[config.mk]
export PLATFORM = sky130hd
export DESIGN_NAME = hazard_ctrl
export DESIGN_NICKNAME = d
export VERILOG_FILES = /design/src/rtl/hazard_ctrl_pkg.sv /design/src/rtl/hazard_ctrl_forward_unit.sv /design/src/rtl/hazard_ctrl.sv
export SDC_FILE = /design/constraint.sdc
export NUM_CORES = 1
export LEC_CHECK = 0
export CAP_MARGIN = 20
export CORE_MARGIN = 5
export CORE_UTILIZATION = 35
export DETAILED_ROUTE_END_ITERATION = 6
export DONT_BUFFER_PORTS = 1
export GPL_TIMING_DRIVEN = 0
export PLACE_DENSITY_LB_ADDON = 0.15
export SLEW_MARGIN = 0
export SYNTH_ARGS = -nofsm -noshare
export SYNTH_HDL_FRONTEND = slang
export SYNTH_HIERARCHICAL = 1
export SYNTH_SLANG_ARGS = --single-unit
[constraint.sdc]
create_clock -name clk -period 3.7 [get_ports clk]
set_input_delay 0.74 -clock clk [delete_from_list [all_inputs] [get_ports clk]]
set_output_delay 0.74 -clock clk [all_outputs]
set_load 0.01 [all_outputs]
[src/rtl/hazard_ctrl_pkg.sv]
// Shared encodings and helper functions for the 5-stage RV32 hazard controller.
package hazard_ctrl_pkg;

    localparam logic [1:0] RES_ALU = 2'b00;
    localparam logic [1:0] RES_MEM = 2'b01;
    localparam logic [1:0] RES_PC4 = 2'b10;

    localparam logic [1:0] FWD_RF = 2'b00;
    localparam logic [1:0] FWD_W  = 2'b01;
    localparam logic [1:0] FWD_M  = 2'b10;

    typedef enum logic [1:0] {
        ST_RUN      = 2'b00,
        ST_MEM_WAIT = 2'b01,
        ST_REDIRECT = 2'b10
    } state_t;

    // M is checked first because it holds the younger value of a register also written by W.
    function automatic logic [1:0] fwd_select(
        input logic [4:0] rs,
        input logic [4:0] rd_m,
        input logic       we_m,
        input logic [4:0] rd_w,
        input logic       we_w
    );
        logic [1:0] sel;
        if (we_m && (rd_m != 5'd0) && (rd_m == rs)) begin
            sel = FWD_M;
        end else if (we_w && (rd_w != 5'd0) && (rd_w == rs)) begin
            sel = FWD_W;
        end else begin
            sel = FWD_RF;
        end
        return sel;
    endfunction

    function automatic logic load_use(
        input logic [1:0] res_src,
        input logic [4:0] rd_e,
        input logic [4:0] rs1_d,
        input logic [4:0] rs2_d
    );
        return (res_src == RES_MEM) && (rd_e != 5'd0) &&
               ((rd_e == rs1_d) || (rd_e == rs2_d));
    endfunction

endpackage

[src/rtl/hazard_ctrl_forward_unit.sv]
// Combinational operand-forwarding selects for both E-stage source operands.
module forward_unit
    import hazard_ctrl_pkg::*;
(
    input  logic [4:0] rs1_e,
    input  logic [4:0] rs2_e,
    input  logic [4:0] rd_m,
    input  logic       reg_write_m,
    input  logic [4:0] rd_w,
    input  logic       reg_write_w,
    output logic [1:0] fwd_a,
    output logic [1:0] fwd_b
);

    // Operand A and B use the same priority rule against different source registers.
    always_comb begin
        fwd_a = fwd_select(rs1_e, rd_m, reg_write_m, rd_w, reg_write_w);
        fwd_b = fwd_select(rs2_e, rd_m, reg_write_m, rd_w, reg_write_w);
    end

endmodule

[src/rtl/hazard_ctrl.sv]
// Pipeline hazard/sequencing controller: forwarding, stall/flush control, memory watchdog, counters.
module hazard_ctrl
    import hazard_ctrl_pkg::*;
#(
    parameter int unsigned BR_PENALTY  = 0,
    parameter int unsigned MEM_TIMEOUT = 255,
    parameter int unsigned CNT_W       = 32
) (
    input  logic             clk,
    input  logic             rst,
    input  logic [4:0]       RS1_D,
    input  logic [4:0]       RS2_D,
    input  logic [4:0]       RS1_E,
    input  logic [4:0]       RS2_E,
    input  logic [4:0]       RD_E,
    input  logic             RegWriteE,
    input  logic [1:0]       ResultSrcE,
    input  logic             PCSrcE,
    input  logic [4:0]       RD_M,
    input  logic             RegWriteM,
    input  logic             MemReqM,
    input  logic             MemReadyM,
    input  logic [4:0]       RD_W,
    input  logic             RegWriteW,
    input  logic             cnt_clr,
    output logic [1:0]       ForwardAE,
    output logic [1:0]       ForwardBE,
    output logic             StallF,
    output logic             StallD,
    output logic             StallE,
    output logic             StallM,
    output logic             FlushD,
    output logic             FlushE,
    output logic             FlushW,
    output logic             mem_err,
    output logic [CNT_W-1:0] stall_cnt,
    output logic [CNT_W-1:0] flush_cnt
);

    localparam int unsigned      WAIT_W   = (MEM_TIMEOUT < 2) ? 1 : $clog2(MEM_TIMEOUT + 1);
    localparam logic [WAIT_W-1:0] WAIT_MAX = WAIT_W'(MEM_TIMEOUT);
    localparam logic [WAIT_W-1:0] WAIT_ONE = WAIT_W'(1);
    localparam logic [WAIT_W-1:0] WAIT_ZERO = {WAIT_W{1'b0}};
    localparam logic [2:0]        PEN_LOAD = 3'(BR_PENALTY);
    localparam logic [CNT_W-1:0]  CNT_MAX  = {CNT_W{1'b1}};
    localparam logic [CNT_W-1:0]  CNT_ONE  = CNT_W'(1);
    localparam logic [CNT_W-1:0]  CNT_ZERO = {CNT_W{1'b0}};

    state_t            state_r;
    state_t            state_s;
    logic [2:0]        pen_r;
    logic [2:0]        pen_s;
    logic [WAIT_W-1:0] wait_r;
    logic [WAIT_W-1:0] wait_s;
    logic              mem_err_r;
    logic [CNT_W-1:0]  stall_cnt_r;
    logic [CNT_W-1:0]  flush_cnt_r;

    logic       mw_s;
    logic       lw_hz_s;
    logic       stall_all_s;
    logic       stall_fd_s;
    logic       flush_d_s;
    logic       flush_e_s;
    logic       br_take_s;
    logic       err_set_s;
    logic [1:0] fwd_a_s;
    logic [1:0] fwd_b_s;

    // RegWriteE is part of the stage interface; the load-use rule keys on ResultSrcE alone.
    logic unused_ok_s;
    assign unused_ok_s = RegWriteE;

    forward_unit u_fwd (
        .rs1_e       (RS1_E),
        .rs2_e       (RS2_E),
        .rd_m        (RD_M),
        .reg_write_m (RegWriteM),
        .rd_w        (RD_W),
        .reg_write_w (RegWriteW),
        .fwd_a       (fwd_a_s),
        .fwd_b       (fwd_b_s)
    );

    assign mw_s    = MemReqM & ~MemReadyM;
    assign lw_hz_s = load_use(ResultSrcE, RD_E, RS1_D, RS2_D);

    // Next-state and stall/flush decode; memory wait always outranks redirect and load-use.
    always_comb begin
        state_s     = state_r;
        pen_s       = pen_r;
        wait_s      = wait_r;
        stall_all_s = 1'b0;
        stall_fd_s  = 1'b0;
        flush_d_s   = 1'b0;
        flush_e_s   = 1'b0;
        br_take_s   = 1'b0;
        case (state_r)
            ST_RUN: begin
                if (mw_s) begin
                    state_s     = ST_MEM_WAIT;
                    stall_all_s = 1'b1;
                    wait_s      = WAIT_ONE;
                end else if (PCSrcE) begin
                    flush_d_s = 1'b1;
                    flush_e_s = 1'b1;
                    br_take_s = 1'b1;
                    if (PEN_LOAD != 3'd0) begin
                        pen_s   = PEN_LOAD;
                        state_s = ST_REDIRECT;
                    end else begin
                        pen_s   = 3'd0;
                    end
                end else if (lw_hz_s) begin
                    stall_fd_s = 1'b1;
                    flush_e_s  = 1'b1;
                end else begin
                    state_s = ST_RUN;
                end
            end
            ST_MEM_WAIT: begin
                if (mw_s) begin
                    stall_all_s = 1'b1;
                    if (wait_r == WAIT_MAX) begin
                        wait_s = wait_r;
                    end else begin
                        wait_s = wait_r + WAIT_ONE;
                    end
                end else begin
                    // Release cycle: hazards pending behind the wait are re-evaluated next cycle.
                    wait_s  = WAIT_ZERO;
                    state_s = ST_RUN;
                end
            end
            ST_REDIRECT: begin
                if (mw_s) begin
                    state_s     = ST_MEM_WAIT;
                    stall_all_s = 1'b1;
                    wait_s      = WAIT_ONE;
                    pen_s       = 3'd0;
                end else if (PCSrcE) begin
                    flush_d_s = 1'b1;
                    flush_e_s = 1'b1;
                    br_take_s = 1'b1;
                    pen_s     = PEN_LOAD;
                end else begin
                    flush_d_s = 1'b1;
                    if (pen_r <= 3'd1) begin
                        pen_s   = 3'd0;
                        state_s = ST_RUN;
                    end else begin
                        pen_s   = pen_r - 3'd1;
                    end
                end
            end
            default: begin
                state_s = ST_RUN;
                pen_s   = 3'd0;
                wait_s  = WAIT_ZERO;
            end
        endcase
    end

    assign err_set_s = stall_all_s & (wait_s >= WAIT_MAX);

    // FSM, penalty and wait counter state.
    always_ff @(posedge clk or negedge rst) begin
        if (!rst) begin
            state_r <= ST_RUN;
            pen_r   <= 3'd0;
            wait_r  <= WAIT_ZERO;
        end else begin
            state_r <= state_s;
            pen_r   <= pen_s;
            wait_r  <= wait_s;
        end
    end

    // Saturating performance counters and sticky timeout flag; clear beats increment.
    always_ff @(posedge clk or negedge rst) begin
        if (!rst) begin
            stall_cnt_r <= CNT_ZERO;
            flush_cnt_r <= CNT_ZERO;
            mem_err_r   <= 1'b0;
        end else if (cnt_clr) begin
            stall_cnt_r <= CNT_ZERO;
            flush_cnt_r <= CNT_ZERO;
            mem_err_r   <= 1'b0;
        end else begin
            if ((stall_all_s || stall_fd_s) && (stall_cnt_r != CNT_MAX)) begin
                stall_cnt_r <= stall_cnt_r + CNT_ONE;
            end else begin
                stall_cnt_r <= stall_cnt_r;
            end
            if (br_take_s && (flush_cnt_r != CNT_MAX)) begin
                flush_cnt_r <= flush_cnt_r + CNT_ONE;
            end else begin
                flush_cnt_r <= flush_cnt_r;
            end
            if (err_set_s) begin
                mem_err_r <= 1'b1;
            end else begin
                mem_err_r <= mem_err_r;
            end
        end
    end

    // Controls are combinational so a stall lands in the same cycle; reset forces them quiet.
    assign ForwardAE = rst ? fwd_a_s : FWD_RF;
    assign ForwardBE = rst ? fwd_b_s : FWD_RF;
    assign StallF    = rst & (stall_all_s | stall_fd_s);
    assign StallD    = rst & (stall_all_s | stall_fd_s);
    assign StallE    = rst & stall_all_s;
    assign StallM    = rst & stall_all_s;
    assign FlushD    = rst & flush_d_s;
    assign FlushE    = rst & flush_e_s;
    assign FlushW    = rst & stall_all_s;
    assign mem_err   = mem_err_r;
    assign stall_cnt = stall_cnt_r;
    assign flush_cnt = flush_cnt_r;

endmodule

# Word level (Yosys, flattened, before mapping)
# Cells that the tools add are included.
[word_totals] wordCells=107 register_bits=78 in_bits=46 output_inout_bits=76
[classes] n_reduce_logical=23 bitwise_logic=9 addsub=4 n_lt_le_gt_ge=2 n_eq_ne=19 n_mux=44
[op_table] operator="32-bit 2-to-1 mux" count=4
[op_table] operator="32-bit by 1-bit adder with 32-bit output, second input constant" count=2
[op_table] operator="32-bit inequality test, second input constant" count=2
[op_table] operator="5-bit equality test" count=6
[op_table] operator="8-bit 2-to-1 mux" count=3
[op_table] operator="2-bit 2-to-1 mux" count=11
[op_table] operator="1-bit 2-to-1 mux" count=16
[op_table] operator="8-bit one-hot mux with 2 select lines" count=1
[op_table] operator="3-bit 2-to-1 mux" count=5
[op_table] operator="5-bit nonzero test" count=3
[op_table] operator="3-bit inequality test, second input constant" count=4
[op_table] operator="1-bit logical AND" count=10
[op_table] operator="3-bit one-hot mux with 3 select lines" count=1
[op_table] operator="8-bit by 1-bit adder with 8-bit output, second input constant" count=1
[op_table] operator="8-bit equality test, second input constant" count=1
[op_table] operator="8-bit greater-or-equal comparator, second input constant" count=1
[op_table] operator="1-bit bitwise AND" count=6
[op_table] operator="2-bit inequality test, second input constant" count=3
[op_table] operator="2-bit one-hot mux with 3 select lines" count=1
[op_table] operator="2-bit nonzero test" count=3
[op_table] operator="5-bit AND reduction" count=1
[op_table] operator="2-bit by 1-bit equality test with 1-bit output, second input constant" count=2
[op_table] operator="1-bit one-hot mux with 2 select lines" count=2
[op_table] operator="3-bit by 1-bit <= comparator with 1-bit output, second input constant" count=1
[op_table] operator="9 further kinds" count=11

# Depth between registers and ports, before layout
[depth] depth_word=11 mapped_depth=9

# Modules after synthesis
# Netlist, hierarchy kept.
[modules_own_cells] module="hazard_ctrl" seq_area_each_um2=1851.8 area_each_um2=4197.8 instances=1 cells_per_inst=473
[modules_own_cells] module="forward_unit" seq_area_each_um2=0.0 area_each_um2=257.7 instances=1 cells_per_inst=34

# Worst setup path before layout
# OpenSTA, ideal clock, no wires.
[synth_timing] path_type="input-to-output" from="input port RD_E[1]" to="output port StallF" path_stages=7 required_time_ns=2.960 path_buffers=2 slack_ns=0.767 arrival_time_ns=2.193 cell_sequence="or4_1 > nor2_1 > nor3_1 > a21oi_1 > clkbuf_1 > nor2b_1 > buf_4"
[synth_via] elab_chain_len=9 word_cells_on_any_way=12
[synth_lines] element="start: declaration" line="hazard_ctrl.sv:15" source="input logic [4:0] RD_E,"
[synth_lines] element="5-bit equality test / 5-bit nonzero test (equally long branches)" line="hazard_ctrl_pkg.sv:44, hazard_ctrl_pkg.sv:43"
[synth_lines] element="1-bit logical OR / 1-bit logical AND (equally long branches)" line="hazard_ctrl_pkg.sv:44, hazard_ctrl_pkg.sv:43"
[synth_lines] element="1-bit logical AND *" line="hazard_ctrl_pkg.sv:43" source="return (res_src == RES_MEM) && (rd_e != 5'd0) &&"
[synth_lines] element="1-bit 2-to-1 mux *" line="hazard_ctrl.sv:114" source="end else if (lw_hz_s) begin"
[synth_lines] element="1-bit 2-to-1 mux *" line="hazard_ctrl.sv:104" source="end else if (PCSrcE) begin"
[synth_lines] element="1-bit 2-to-1 mux *" line="hazard_ctrl.sv:100" source="if (mw_s) begin"
[synth_lines] element="1-bit 2-to-1 mux *" line="hazard_ctrl.sv:98" source="case (state_r)"
[synth_lines] element="1-bit OR *"
[synth_lines] element="1-bit bitwise AND *"
[synth_lines] element="end: declaration" line="hazard_ctrl.sv:28" source="output logic StallF,"
# Mark *: on every way between the ends. The rest lies on a longest branch, timed or not.

# Worst setup path after layout
# Same ends and word-level chain as after synthesis.

==> flow_summary_export.csv <==
group,metric,value,unit
status,status,"finished, final reports clean",
logic_synthesis,yosysSeqAreaShare,0.416,
timing,finalSetupTns,0,ns
logic_synthesis,netlist_top_cells_area,"dfrtp_1, xnor2_1, xor2_1",
route,drt-total-wl,12.2,mm
timing,hold_viol,0,
final_layout,fillCellCount,1275,
place,dpl.cell_count,679,
global_route,grt_overflow,0,
pwr,p_leak,1.87,nW
final_layout,antennaDiodeCount,0,
pwr,pwr_density_cell,368,nW/um^2
logic_synthesis,syn_nets,556,
clock_tree,cts_num_sinks,74,
critical_path,critPathSlowestCell,"or4_1",
global_route,grt_max_degree,83,
clock_tree,cts_buffers,9,
critical_path,crit_chain,"or4_1, nor2_1, nor3_1, a21oi_1, clkbuf_1, nor2b_1, buf_4",
clock_tree,path_clk_slew,0.06,ns
place,dp.final_hpwl,8.96,mm
timing,finClkSkew,0.00733,ns
timing,fin_crit_sh,0.878,
clock_tree,cts_hold_buf,0,
clock_tree,cts_buffer_depth,2,
final_layout,layout_commonest_cell,"dfrtp_1",
floorplanning,fp-row-count,41,
route,antenna_left,0,
route,firstDrtPassIters,4,
final_layout,final_util,0.396,
timing,worst_pin_slew,0.980,ns
clock_tree,postCtsSetupRepairBufs,0,
critical_path,start_kind,"input pin",
logic_synthesis,synth_cell_type_count,48,
place,placed_cell_area,4670,sq um
critical_path,crit_buf_inv,2,
logic_synthesis,yosysWarnings,6,
timing,fin_crit,3.25,ns
critical_path,reg2reg_from,"flush_cnt[20]$_DFFE_PN0P_",
floorplanning,initial_core_util,0.355,
timing,max_freq,308,MHz
timing,relSlewSlack,0.338,
route,avgViaCountPerCell,5.69,
floorplanning,die_h,123,um
critical_path,cp.required,2.96,ns
floorplanning,die_w,123,um
timing,setup_viol,0,
run,max_cap_viol_count,0,
floorplanning,core,12600,sq um
route,drtIter0Drc,196,
final_layout,multi_input_area,2460,sq um
clock_tree,cts_tree,"built",
global_route,antenna_found_initial,0,
timing,worst_hold_slack,0.0993,ns
final_layout,final_cell_mix,"dfrtp_1, nor2_1, a21oi_1",
critical_path,crit_type,"input pin to output pin",
logic_synthesis,synth_area,4460,sq um
hold_path,min_path_type,"input pin to async pin",
critical_path,cp_top_family,"simple AND/OR/NAND/NOR gates",
floorplanning,die_area,15100,sq um
logic_synthesis,syn_avg_cell_area,8.79,sq um
pwr,peakVddDrop,0.324,mV
final_layout,final_net_count,567,
global_route,grtUsageTotal,0.166,
logic_synthesis,ys_ff_latch,74,
logic_synthesis,synth_ff_type,"dfrtp_1",
logic_synthesis,synth_top_area_share,0.416,
global_route,grt_pass1_vias,3977,
route,vias,3955,
timing,rsz0062_at_grt,"no",
route,post_drt_wl_per_cell,17.6,um
critical_path,end_kind,"output pin",
clock_tree,cts_root_buffer,"clkbuf_16",
logic_synthesis,post-synth-top-area-cell,"dfrtp_1",
clock_tree,postCtsResizedCells,0,
route,drc,0,
logic_synthesis,synth-edff-count,0,
clock_tree,htreeDepth,3,
final_layout,areaGrowthSynthToFinish,11.7,%
final_layout,instances_no_fill,695,
logic_synthesis,synth_cells,507,
place,portBuffers,0,
critical_path,reg2reg_depth,7,
final_layout,drive_gt1_frac,0.0688,
global_route,grt_pass1_wl,19.9,mm
final_layout,seq_area,1850,sq um
final_layout,post-route-cell-area,4980,sq um
critical_path,critPathMaxFanout,10,
critical_path,reg2reg_to,"flush_cnt[31]$_DFFE_PN0P_",
critical_path,arrival,2.51,ns
critical_path,ff2ff_setup_slack,0.96,ns
timing,slew_violations,0,
floorplanning,ios,122,
place,place_congestion,0.873,
logic_synthesis,async_flop_share,1.00,
clock_tree,clk_latency,0.34,ns
critical_path,critical-path-max-stage-delay,0.51,ns
through the flow:
stage          worst slack [ns]  power, W
3_5_place_dp              0.426  0.000953
4_1_cts                   0.421   0.00187
6_report                  0.452   0.00183
5_1_grt                   0.327   0.00191
3_3_place_gp              0.387  0.000951
2_1_floorplan             0.767  0.000924
cells by family (layout without fill, tap and decap cells):
group / Yosys count / count (layout) / synth area share
flip-flops: 74 / 74 / 0.416
multiplexers: 3 / 3 / 0.00702
adder cells (fa/ha/maj): 3 / 3 / 0.00843
buffers and inverters: 33 / 49 / 0.0320
AO/OA/AOI/OAI: 95 / 95 / 0.126
XOR/XNOR: 59 / 59 / 0.116
AND/OR/NAND/NOR: 240 / 240 / 0.295
cell usage after synthesis (4+ instances only):
library cell  count
dfrtp_1          74
nor2_1           46
a21oi_1          37
nand2_1          35
xnor2_1          35
nand3_1          33
nand4_1          32
o21ai_0          25
xor2_1           24
or3_1            18
or4_1            16
and3_1           14
o31ai_1          14
clkbuf_1         13
inv_1            11
nor3_1            8
and4_1            7
nor4_1            7
and2_1            6
buf_2             6
nor2b_1           4
o22ai_1           4
report_power, final:
part	total (W)	internal [W]	switching (W)	leakage, nW
Clock	0.000894	0.000555	0.000339	0.151
Combinational	0.000111	0.0000446	0.0000669	0.689
Sequential	0.000826	0.000815	0.0000114	1.03
worst max path at each step:
stage,cells past startpoint,start,end
after floorplan,7,RD_E[1],StallF
after global placement,7,RD_E[1],StallF
after detailed placement,7,RD_E[1],StallF
after CTS,7,RD_E[1],StallF
after global routing,7,RD_E[1],StallF
final,7,RD_E[1],StallF
registers in the layout, summed over array words and instances, names as in the netlist:
name       cells
flush_cnt     32
mem_err        1
stall_cnt     32
state_r        1
wait_r         8
layout make-up:
type / count / area share
multi-input combinational: 400 / 0.495
sequential: 74 / 0.372
clock buffer: 11 / 0.0508
tap: 172 / 0.0432
buffer: 22 / 0.0204
clock inverter: 5 / 0.0106
inverter: 11 / 0.00830
per-layer routing:
metal / GRT usage / share of wire / wire [um] / vias up
met3: 0.0576 / 0.079 / 966 / 13
met4: 0.0497 / 0.013 / 164 / 0
met5: 0 / 0 / 0 / -
met2: 0.287 / 0.50 / 6150 / 115
met1: 0.194 / 0.40 / 4930 / 1935
li1: - / - / - / 1892
worst reg2reg max path, cell delays in order (launching register included):
cell      delay, ns
dfrtp_1        0.51
nand4_1        0.25
nor4b_1        0.89
a31oi_1        0.26
clkbuf_1       0.30
nand4_1        0.20
xor2_1         0.15
nor2_1         0.05
Power figures use the tool's default switching activity.
